$ cat src/rtl/poly1305_msg_packer.sv
// poly1305_msg_packer: packs a 32-bit little-endian word stream into padded 128-bit Poly1305 blocks.
// Latency: last word accepted at edge E -> ld in cycle after E; blk_rdy at edge F -> msg_done in cycle after F.
// Backpressure: in_ready drops from block issue (SEND) until the core returns blk_rdy in WAIT.
module poly1305_msg_packer #(
    parameter int CNT_W = 16
) (
    input  logic             clk,
    input  logic             rst_ni,
    input  logic             in_valid,
    output logic             in_ready,
    input  logic [31:0]      in_data,
    input  logic [2:0]       in_bytes,
    input  logic             in_last,
    output logic [127:0]     m,
    output logic             fb,
    output logic             ld,
    output logic             first,
    input  logic             blk_rdy,
    output logic             msg_done,
    output logic             msg_empty,
    output logic [CNT_W-1:0] blk_cnt,
    output logic             busy
);

    typedef enum logic [1:0] {FILL, SEND, WAIT} state_t;

    state_t             state_q, state_d;
    logic [127:0]       buf_q;         // bytes gathered so far; unwritten bytes stay zero
    logic [1:0]         wi_q;          // next word slot, byte offset = 4*wi_q
    logic               first_flag_q;  // next issued block starts a message
    logic               final_q;       // block in flight closes its message

    logic               accept;
    logic [2:0]         n;
    logic [31:0]        wdat;
    logic [4:0]         b;
    logic [127:0]       nbuf;
    logic [127:0]       blk;
    logic               form_blk;
    logic               empty_end;
    logic [CNT_W-1:0]   cnt_base;

    // Merge the incoming word into the buffer and work out what the accept edge does.
    always_comb begin
        accept = in_valid && in_ready;
        n      = in_last ? ((in_bytes > 3'd4) ? 3'd4 : in_bytes) : 3'd4;
        wdat   = '0;
        for (int i = 0; i < 4; i++) begin
            if (i < int'(n)) begin
                wdat[8*i +: 8] = in_data[8*i +: 8];
            end
        end
        b         = {1'b0, wi_q, 2'b00} + {2'b00, n};
        nbuf      = buf_q | ({96'b0, wdat} << {wi_q, 5'b00000});
        form_blk  = accept && ((b == 5'd16) || (in_last && (b != 5'd0)));
        empty_end = accept && in_last && (b == 5'd0);
        // A partial block gets the 0x01 pad byte right after the last data byte.
        blk = nbuf;
        if (b != 5'd16) begin
            blk = nbuf | (128'd1 << {b[3:0], 3'b000});
        end
        // The block counter restarts with the first word of a new message.
        cnt_base = first_flag_q ? '0 : blk_cnt;
    end

    // State register.
    always_ff @(posedge clk or negedge rst_ni) begin
        if (!rst_ni) begin
            state_q <= FILL;
        end else begin
            state_q <= state_d;
        end
    end

    // Next-state: fill until a block forms, issue it, then wait for the core.
    always_comb begin
        state_d = state_q;
        case (state_q)
            FILL:    if (form_blk) state_d = SEND;
            SEND:    state_d = WAIT;
            WAIT:    if (blk_rdy) state_d = FILL;
            default: state_d = FILL;
        endcase
    end

    // State-decoded outputs.
    always_comb begin
        in_ready = (state_q == FILL);
        ld       = (state_q == SEND);
        busy     = (state_q != FILL) || (wi_q != 2'd0);
    end

    // Buffer, block registers, counters and end-of-message pulses.
    always_ff @(posedge clk or negedge rst_ni) begin
        if (!rst_ni) begin
            buf_q        <= '0;
            wi_q         <= '0;
            first_flag_q <= 1'b1;
            final_q      <= 1'b0;
            m            <= '0;
            fb           <= 1'b0;
            first        <= 1'b0;
            blk_cnt      <= '0;
            msg_done     <= 1'b0;
            msg_empty    <= 1'b0;
        end else begin
            msg_done  <= 1'b0;
            msg_empty <= 1'b0;
            case (state_q)
                FILL: begin
                    if (accept) begin
                        blk_cnt <= cnt_base;
                        if (empty_end) begin
                            msg_done     <= 1'b1;
                            msg_empty    <= (cnt_base == '0);
                            first_flag_q <= 1'b1;
                        end else begin
                            buf_q <= nbuf;
                            wi_q  <= wi_q + 2'd1;
                        end
                        if (form_blk) begin
                            m       <= blk;
                            fb      <= (b == 5'd16);
                            first   <= first_flag_q;
                            final_q <= in_last;
                            blk_cnt <= (cnt_base == '1) ? cnt_base : cnt_base + CNT_W'(1);
                        end
                    end
                end
                WAIT: begin
                    if (blk_rdy) begin
                        buf_q        <= '0;
                        wi_q         <= '0;
                        first_flag_q <= final_q;
                        msg_done     <= final_q;
                    end
                end
                default: ;
            endcase
        end
    end

endmodule
$ cat config.mk
export PLATFORM = sky130hd
export DESIGN_NAME = poly1305_msg_packer
export DESIGN_NICKNAME = d
export VERILOG_FILES = /design/src/rtl/poly1305_msg_packer.sv
export SDC_FILE = /design/constraint.sdc
export NUM_CORES = 1
export LEC_CHECK = 0
export BUFFER_PORTS_ARGS = -buffer_cell sky130_fd_sc_hd__buf_2
export CORE_MARGIN = 1.5
export CORE_UTILIZATION = 35
export CTS_CLUSTER_DIAMETER = 50
export DETAILED_ROUTE_END_ITERATION = 6
export MAX_ROUTING_LAYER = met4
export PLACE_DENSITY = 0.6
export SLEW_MARGIN = 20
export SYNTH_ARGS = -nofsm -noshare
export SYNTH_HDL_FRONTEND = slang
export SYNTH_SLANG_ARGS = --single-unit
$ cat constraint.sdc
create_clock -name clk -period 7.2 [get_ports clk]
set_clock_uncertainty 0.2 [all_clocks]
set_input_delay 0.72 -clock clk [delete_from_list [all_inputs] [get_ports clk]]
set_output_delay 0.72 -clock clk [all_outputs]
set_load 0.005 [all_outputs]
==> out/results.ini, run 1 <==
[worst_setup_path]
crit_end = blk_cnt[12]
crit_path_start = in_last
cp_slowest_cell = clkinv_1
reg2reg_setup_slack_ps = 3430
crit_path_end_kind = flop
r2r-end = blk_cnt[12]
crit_cells = 11
cp-start-kind = input port
r2r_cells = 8
critPathKind = input port to flop
critical-path-top-delay-family = buffers and inverters
cpMostUsedCell = ha_1
cp_num_buf_inv = 3
crit_required_ps = 7420
critPathMaxFanout = 64
worst_path_largest_cell_delay_ps = 700
reg2reg_from = wi_q[0]
crit_arrival_ps = 4400
worstPathCellList = buf_2 -> and2b_2 -> inv_2 -> ha_1 -> ha_1 -> o21ai_0 -> o221a_4 -> nand2b_4 -> clkinv_1 -> nand4b_1 -> xor2_1

[yosys]
syn-cell-area_sq_mm = 0.0117
async_flop_share_pct = 100
syn_nets = 1276
yosysSeqAreaShare_pct = 60.3
syn_area_per_cell_sq_um = 9.50
synth_cell_types = 57
synth_ff_type = dfrtp_1
synth_enable_flop_cells = 0
ys_ff_latch = 282
syn_inst = 1231
yosysWarnings = 0

[place]
port_buffers = 190
gp_congestion = 0.825
postPlaceCellArea_sq_mm = 0.0130
hpwl_mm = 21.1

[power_and_ir_drop]
power_leakage_nw = 6.71
max-vdd-ir-drop_mv = 0.183
power_density_mw_per_mm2 = 441
power_mw = 6.24

[floorplanning]
start_util_pct = 35.8
dieArea_sq_mm = 0.0345
fp.dieW_um = 186
row_count = 66
die_h_um = 186
ios = 191
coreArea_sq_mm = 0.0327

[global_route]
grt_use_total_pct = 20.0
grt_pass1_wl_mm = 52.5
grt_max_degree = 124
grt_pass1_vias = 9241
antenna_found_initial = 1
gr-total-overflow = 0

[timing]
slew_viol_final = 0
hold_slack_ps = 106
setup_violations = 0
setup-tns-final_ps = 0
final.period_utilization_pct = 58.0
finalHoldViolations = 0
rsz0062_at_grt = false
slew-limit-headroom_pct = 23.6
tightest_slew_ps = 1140
clock.fmax_mhz = 240
final.min_clock_period_ps = 4170

[layout]
nets = 1431
final_common_cell = nand2_1
mostFrequentLayoutCells = nand2_1, dfrtp_1, o21ai_0
finalInstanceArea_sq_mm = 0.0142
drive_gt1_share_pct = 20.1
area_growth_pct = 21.1

[detailed_routing]
wl_per_cell_um = 17.8
drt-total-wl_mm = 33.1
via_count = 9522
drc = 0
ant_nets = 0
drtIter0Drc = 832
first_pass_iters = 5
vias_per_cell = 5.14

[clock_tree]
clk_latency_ps = 510
clock_sinks = 282
ctsHoldBuffers = 0
post_cts_resized = 0
cts_inserted_buffers = 37
htree_levels = 2
clkTransAtPathRegs_ps = 50
post-cts-setup-buffers = 0
cts_max_path_buffers = 3
cts_root_buf = clkbuf_16
cts_tree = done

[flow_run]
cap_violations = 0

[status]
status = finished clean

[worst_hold_path]
hold_path.class = input port to asynchronous set/reset pin

-- where the power goes --
part	internal, mW	switching, mW
combinational	0.681	1.17
sequential	2.23	0.400
clock	1.06	0.700
-- kinds of logic (layout without fill, tap and decap cells) --
kind of cell / Yosys count / count (layout) / share of synthesized area (%)
compound gates: 403 / 403 / 19.3
simple gates: 438 / 438 / 15.8
xor+xnor: 9 / 9 / 0.674
buf+inv: 94 / 274 / 3.34
fa+ha+maj: 5 / 5 / 0.535
flops: 282 / 282 / 60.3
other cells: 0 / 1 / 0
-- stage by stage --
stage	instances	util [%]	setup slack (ps)
detailed placement	1789	39.7	2510
finish	1854	43.3	3030
floorplan	1231	-	3330
global route	1854	43.3	2700
global placement	1789	39.7	2670
CTS	1853	43.3	3030
-- worst min path at each step --
stage,start,to,slack (ps),cells past startpoint
after global placement,m[122],m[122],260,2
final,rst_ni,blk_cnt[9],110,1
after global routing,rst_ni,blk_cnt[9],200,1
after floorplan,rst_ni,blk_cnt[0],220,0
after detailed placement,m[71],m[71],270,2
after CTS,rst_ni,m[36],170,1
-- flip-flops by register name, summed over array words and instances (netlist names) --
register / count
state_q: 2
first_flag_q: 1
fb: 1
msg_empty: 1
msg_done: 1
first: 1
wi_q: 2
m: 128
blk_cnt: 16
final_q: 1
buf_q: 128
-- layout make-up --
| class | instances | area [sq um] |
|---|---|---|
| Fill cell | 3247 | 18500 |
| Sequential cell | 282 | 7060 |
| Multi-Input combinational cell | 855 | 4300 |
| Timing Repair Buffer | 199 | 1040 |
| Clock buffer | 46 | 1000 |
| Tap cell | 442 | 553 |
| Clock inverter | 18 | 178 |
| Inverter | 11 | 41.3 |
| Antenna cell | 1 | 2.50 |
-- synth_stat cells (2+ instances only) --
cell type	n	share of area, %
nor2_1	42	1.3
nand3_1	12	0.51
nand4_1	7	0.37
o31ai_1	3	0.19
o211ai_1	3	0.19
a2111oi_2	7	0.90
o32ai_1	2	0.15
nor2b_1	3	0.16
a21oi_1	63	2.7
nor4_1	4	0.21
ha_1	5	0.53
o22ai_1	5	0.27
buf_1	2	0.064
xnor2_1	3	0.22
nand2b_1	9	0.48
a311o_1	2	0.17
xor2_1	6	0.45
dfrtp_1	281	60
nand2_1	320	10
or4_1	2	0.13
nor3_1	3	0.13
and2_1	17	0.91
inv_1	9	0.29
clkbuf_1	68	2.2
buf_2	9	0.38
nand3b_1	4	0.26
buf_6	3	0.29
and3_1	2	0.11
a31oi_1	60	3.2
o21ai_0	248	11
-- routing by layer --
metal / track usage (%) / routed length [um]
met1: 27.9 / 15500
met3: 3.74 / 1880
met5: - / 0
met2: 29.7 / 14900
met4: 5.71 / 773
No activity file was read; power rests on OpenSTA's default activity.
==> run 2: changes to the inputs <==
--- a/config.mk
+++ b/config.mk
@@ -5,13 +5,14 @@
 export SDC_FILE = /design/constraint.sdc
 export NUM_CORES = 1
 export LEC_CHECK = 0
+export ABC_AREA = 1
 export BUFFER_PORTS_ARGS = -buffer_cell sky130_fd_sc_hd__buf_2
 export CORE_MARGIN = 1.5
 export CORE_UTILIZATION = 35
 export CTS_CLUSTER_DIAMETER = 50
 export DETAILED_ROUTE_END_ITERATION = 6
 export MAX_ROUTING_LAYER = met4
-export PLACE_DENSITY = 0.6
+export PLACE_DENSITY = 0.59
 export SLEW_MARGIN = 20
 export SYNTH_ARGS = -nofsm -noshare
 export SYNTH_HDL_FRONTEND = slang
==> constraint.sdc (replaced) <==
create_clock -name clk -period 3.88 [get_ports clk]
set_clock_uncertainty 0.2 [all_clocks]
set_input_delay 0.388 -clock clk [delete_from_list [all_inputs] [get_ports clk]]
set_output_delay 0.388 -clock clk [all_outputs]
set_load 0.005 [all_outputs]
==> out/results.ini, run 2 <==
[status]
status = finished clean

[layout]
finalNonFillerCells = 2179
area_growth_pct = 21.1
reg_top3 = buf_q x128, m x128, blk_cnt x16
finalInstanceArea_sq_mm = 0.0155
nets = 1736
mostFrequentLayoutCells = nand2_1, dfrtp_1, buf_2
drive_gt1_share_pct = 16.5
final_common_cell = nand2_1

[yosys]
synth_enable_flop_cells = 0
synthTopCellsByArea = dfrtp_1, nand2_1, o21bai_1, o21ai_0, nand3_1
synth_cell_types = 32
synth_ff_type = dfrtp_1
ys_ff_latch = 282
synth_top_area_share_pct = 54.9
syn_area_per_cell_sq_um = 8.33
syn-cell-area_sq_mm = 0.0128
yosysMostFrequentCell = nand2_1
yosysWarnings = 0
yosys.area.top_type = dfrtp_1
async_flop_share_pct = 100
syn_nets = 1582
syn_inst = 1537
yosysSeqAreaShare_pct = 55.1
synth_common_cells = nand2_1, dfrtp_1, o21bai_1, o21ai_0, nand3_1

[place]
postPlaceCellArea_sq_mm = 0.0142
place_inst = 2113
hpwl_mm = 26.8
port_buffers = 190
gp_congestion = 0.871

[worst_setup_path]
crit_path_end_kind = output port
critPathMaxFanout = 34
critPathKind = flop to output port
crit_required_ps = 3290
cp-start-kind = flop
crit_arrival_ps = 2280

[floorplanning]
die_h_um = 194
fp.dieW_um = 194
ios = 191
coreArea_sq_mm = 0.0358
dieArea_sq_mm = 0.0377
start_util_pct = 35.7
row_count = 69

[power_and_ir_drop]
max-vdd-ir-drop_mv = 0.393
power_mw = 13.0
power_leakage_nw = 8.02
power_density_mw_per_mm2 = 842
combPwrFrac_pct = 37.0
power.switching_mw = 5.02
pwr-share-seq_pct = 35.5
internal_power_mw = 8.03
pwr-share-clk_pct = 27.5
p_sw_share_pct = 38.5

[global_route]
gr-total-overflow = 0
grt_pass1_vias = 10515
grt_pass1_wl_mm = 62.2
antenna_found_initial = 3
grt_use_total_pct = 21.6
grt_max_degree = 121

[detailed_routing]
ant_nets = 0
drc = 0
drtIter0Drc = 854
first_pass_iters = 5
wl_per_cell_um = 18.0
drt-total-wl_mm = 39.3
via_count = 10970
vias_per_cell = 5.03

[clock_tree]
cts_root_buf = clkbuf_16
clkTransAtPathRegs_ps = 60
cts_max_path_buffers = 3
clk_latency_ps = 510
clock_sinks = 282
cts_tree = done
cts_inserted_buffers = 35
htree_levels = 2

[timing]
setup_violations = 0
finalHoldViolations = 0
final.period_utilization_pct = 73.9
slew-limit-headroom_pct = 34.2
tightest_slew_ps = 987
final.min_clock_period_ps = 2870
rsz0062_at_grt = false
clock.fmax_mhz = 349
slew_viol_final = 0
setup-tns-final_ps = 0

[worst_hold_path]
hold_path.class = input port to flop

[flow_run]
cap_violations = 0

==> run 2: cell types whose count changed in the layout (fill, tap and decap cells not counted), sizes merged, moves of 24 or more <==
cell,delta
nand2,+390
a31oi,-57
inv,+24
nand3,+78
o21bai,+129
a21oi,-55
o21ai,-127
==> run 2: kinds of logic after synthesis <==
logic type	after synthesis	synth area share, %
AND/OR/NAND/NOR	843	26.0
flip-flops	282	55.1
AO/OA/AOI/OAI	265	13.1
buffers and inverters	132	4.57
XOR/XNOR	10	0.684
adder cells (fa/ha/maj)	5	0.489
==> run 2: power groups by stage <==
stage          combinational (mW)  sequential [mW]  clock, mW
2_1_floorplan                3.08             4.57          0
4_1_cts                      4.87             4.63       3.67
3_3_place_gp                 4.76             4.64          0
6_report                     4.83             4.63       3.59
5_1_grt                      5.46             4.75       3.77
3_5_place_dp                 4.85             4.65          0
==> run 2: final timing paths <==
path                       startpoint          end  slack [ps]  depth (start not counted)
setup / recovery              wi_q[0]         busy        1010                          5
hold / removal                in_last      final_q          20                          3
setup reg to reg              wi_q[0]  blk_cnt[10]        1190                         10
hold reg to reg                 m[86]        m[86]         270                          2
max in group asynchronous      rst_ni     buf_q[3]        2140                          3
min in group asynchronous      rst_ni  blk_cnt[10]         340                          2
==> run 2: per-stage QoR <==
stage | utilization, % | setup WS, ps | hold slack, ps
3_3_place_gp | 39.6 | 833 | 255
4_1_cts | 43.2 | 1040 | 4.31
2_1_floorplan | - | 1020 | -108
5_1_grt | 43.3 | 862 | 34.3
3_5_place_dp | 39.6 | 772 | 260
6_report | 43.3 | 1010 | 23.5
==> run 2: layout make-up <==
type	count	area, sq um
inverter	37	139
clock buffer	47	982
antenna	3	7.51
tap	461	577
clock inverter	14	299
fill	3512	20300
multi-input combinational	1123	5180
sequential	282	7060
timing repair buffer	212	1260
==> run 2: metal layers <==
layer	wire length [um]	vias up	GRT usage [%]	part of all wire (%)
met2	16700	360	29.9	43
li1	-	5262	-	-
met1	19200	5294	32.1	49
met3	2690	54	4.23	6.9
met4	735	0	5.01	1.9
met5	0	-	-	0
==> run 2: worst max-delay path: stages (launching register included) <==
cell and delay [ps]:
dfrtp_1 380, buf_4 380, clkinv_1 440, ha_1 400
nand2_1 70, buf_2 100
==> run 2: what timing repair did <==
item                                   CTS  global route
setup buffers                            0             0
resized for setup                        0             0
hold buffers                             2             0
endpoints found under the hold margin  101             0
==> run 3: changes to the inputs <==
--- a/config.mk
+++ b/config.mk
@@ -5,14 +5,14 @@
 export SDC_FILE = /design/constraint.sdc
 export NUM_CORES = 1
 export LEC_CHECK = 0
-export ABC_AREA = 1
+export ABC_AREA = 0
 export BUFFER_PORTS_ARGS = -buffer_cell sky130_fd_sc_hd__buf_2
 export CORE_MARGIN = 1.5
 export CORE_UTILIZATION = 35
 export CTS_CLUSTER_DIAMETER = 50
 export DETAILED_ROUTE_END_ITERATION = 6
 export MAX_ROUTING_LAYER = met4
-export PLACE_DENSITY = 0.59
+export PLACE_DENSITY = 0.62
 export SLEW_MARGIN = 20
 export SYNTH_ARGS = -nofsm -noshare
 export SYNTH_HDL_FRONTEND = slang
==> constraint.sdc (replaced) <==
create_clock -name clk -period 2.3 [get_ports clk]
set_clock_uncertainty 0.2 [all_clocks]
set_input_delay 0.23 -clock clk [delete_from_list [all_inputs] [get_ports clk]]
set_output_delay 0.23 -clock clk [all_outputs]
set_load 0.005 [all_outputs]
==> out/results.ini, run 3 (synthesis gave the netlist of run 1 again) <==
[status]
status = finished with violations
violations = negative setup slack

[floorplanning]
start_util_pct = 35.8
coreArea_sq_mm = 0.0327
die_h_um = 186
ios = 191
row_count = 66
dieArea_sq_mm = 0.0345
fp.dieW_um = 186

[worst_hold_path]
hold_path.class = input port to asynchronous set/reset pin

[timing]
slew-limit-headroom_pct = 64.9
rsz0062_at_grt = true
final.period_utilization_pct = 107
final.min_clock_period_ps = 2460
tightest_slew_ps = 526
finalHoldViolations = 0
slew_viol_final = 0
setup_violations = 261
clock.fmax_mhz = 406
timing.final.ws_setup_ps = -161

[detailed_routing]
wl_per_cell_um = 20.1
vias_per_cell = 5.34
ant_nets = 0
drtIter0Drc = 706
first_pass_iters = 5
drc = 0
drt-total-wl_mm = 40.8
via_count = 10826

[worst_setup_path]
reg2reg_from = wi_q[0]
crit_arrival_ps = 2710
cp-start-kind = flop
critPathKind = flop to flop
crit_path_start = wi_q[0]
r2r_cells = 12
crit_path_end_kind = flop
critPathMaxFanout = 9
crit_required_ps = 2550

[layout]
diodes = 0
mostFrequentLayoutCells = dfrtp_1, nand2_1, o21ai_2
nets = 1605
area_growth_pct = 57.7
drive_gt1_share_pct = 46.1
postLayoutCoreUtil_pct = 56.4
reg_top3 = buf_q x128, m x128, blk_cnt x16
final_common_cell = dfrtp_1

[clock_tree]
htree_levels = 2
cts_root_buf = clkbuf_16
clkTransAtPathRegs_ps = 60
cts_inserted_buffers = 36
clock_sinks = 282
clk_latency_ps = 520
cts_max_path_buffers = 3
cts_tree = done

[power_and_ir_drop]
power_density_mw_per_mm2 = 1370
power_leakage_nw = 8.65
max-vdd-ir-drop_mv = 0.736

[global_route]
grt_max_degree = 72
grt_pass1_wl_mm = 58.2
grt_pass1_vias = 10353
grt_use_total_pct = 22.4
antenna_found_initial = 0
gr-total-overflow = 0

[flow_run]
cap_violations = 0

[place]
port_buffers = 190
dpl_worst_slack_ps = -341
hpwl_mm = 22.6
gp_congestion = 0.835

run 3: cell types whose count changed in the layout (fill, tap and decap cells not counted), sizes merged, moves of 7 or more:
cell         change
nand3           -78
buf            +114
dlygate4sd3     +32
a31oi           +57
nand2          -390
inv             -22
a21oi           +55
nor2            +11
a2111oi          +7
and2            +18
nand2b           +9
clkbuf          +16
o21bai         -129
o21ai          +127
run 3: final cells by class:
cell class / count / area [sq um]
clock inverters: 18 / 255
well taps: 442 / 553
inverters: 11 / 52.6
fillers: 2795 / 14300
multi-input cells: 855 / 5850
flip-flops and latches: 282 / 7060
clock buffers: 47 / 1020
repair buffers: 374 / 3660
run 3: repair_timing:
item / CTS / global route
endpoints found under the hold margin: 467 / 0
hold buffers: 34 / 0
pin swaps: 38 / 58
gates resized for setup: 197 / 435
gates cloned: 26 / 19
endpoints found under the setup margin: 153 / 260
buffers inserted: 15 / 11
run 3: final timing paths:
kind                               to  slack [ps]
min in group clk           blk_cnt[4]          80
max in group asynchronous      m[119]        1110
hold / removal              buf_q[24]          40
setup / recovery                m[65]        -160
setup reg to reg                m[65]        -160
hold reg to reg             buf_q[25]         280
run 3: through the flow:
step	instance area (sq um)	cells	power, mW	hold slack, ps	TNS (ps)
detailed placement	13800	1864	15.0	-24.1	-51980
finish	18400	2029	25.2	35.4	-23180
global route	18400	2029	26.6	60.0	-34300
global placement	13800	1864	14.8	-23.9	-44750
floorplan	12000	1231	11.8	-266	-71400
CTS	16800	2003	22.8	40.1	-5000
run 3: worst max-delay path: stages, from the launching register on:
cell,delay [ps]
dfrtp_1,430
ha_4,190
ha_4,210
buf_4,130
buf_6,110
o21ai_2,110
o221a_4,200
nand2b_4,180
buf_12,180
buf_12,170
buf_16,150
nand2_4,50
o21ai_4,50
run 3: report_power, final:
part	total, mW	leakage [nW]	internal [mW]	switching [mW]
clock network	5.93	0.628	3.65	2.28
registers	8.54	3.63	6.97	1.57
logic	10.8	4.39	5.10	5.67
run 3: layer usage:
metal	global-route usage, %	vias to the layer above	routed length, um	part of all wire [%]
met5	-	-	0	0
met4	7.39	0	1390	3.4
met3	3.89	97	2250	5.5
met2	35.6	357	20100	49
met1	29.1	5401	17100	42
li1	-	4971	-	-
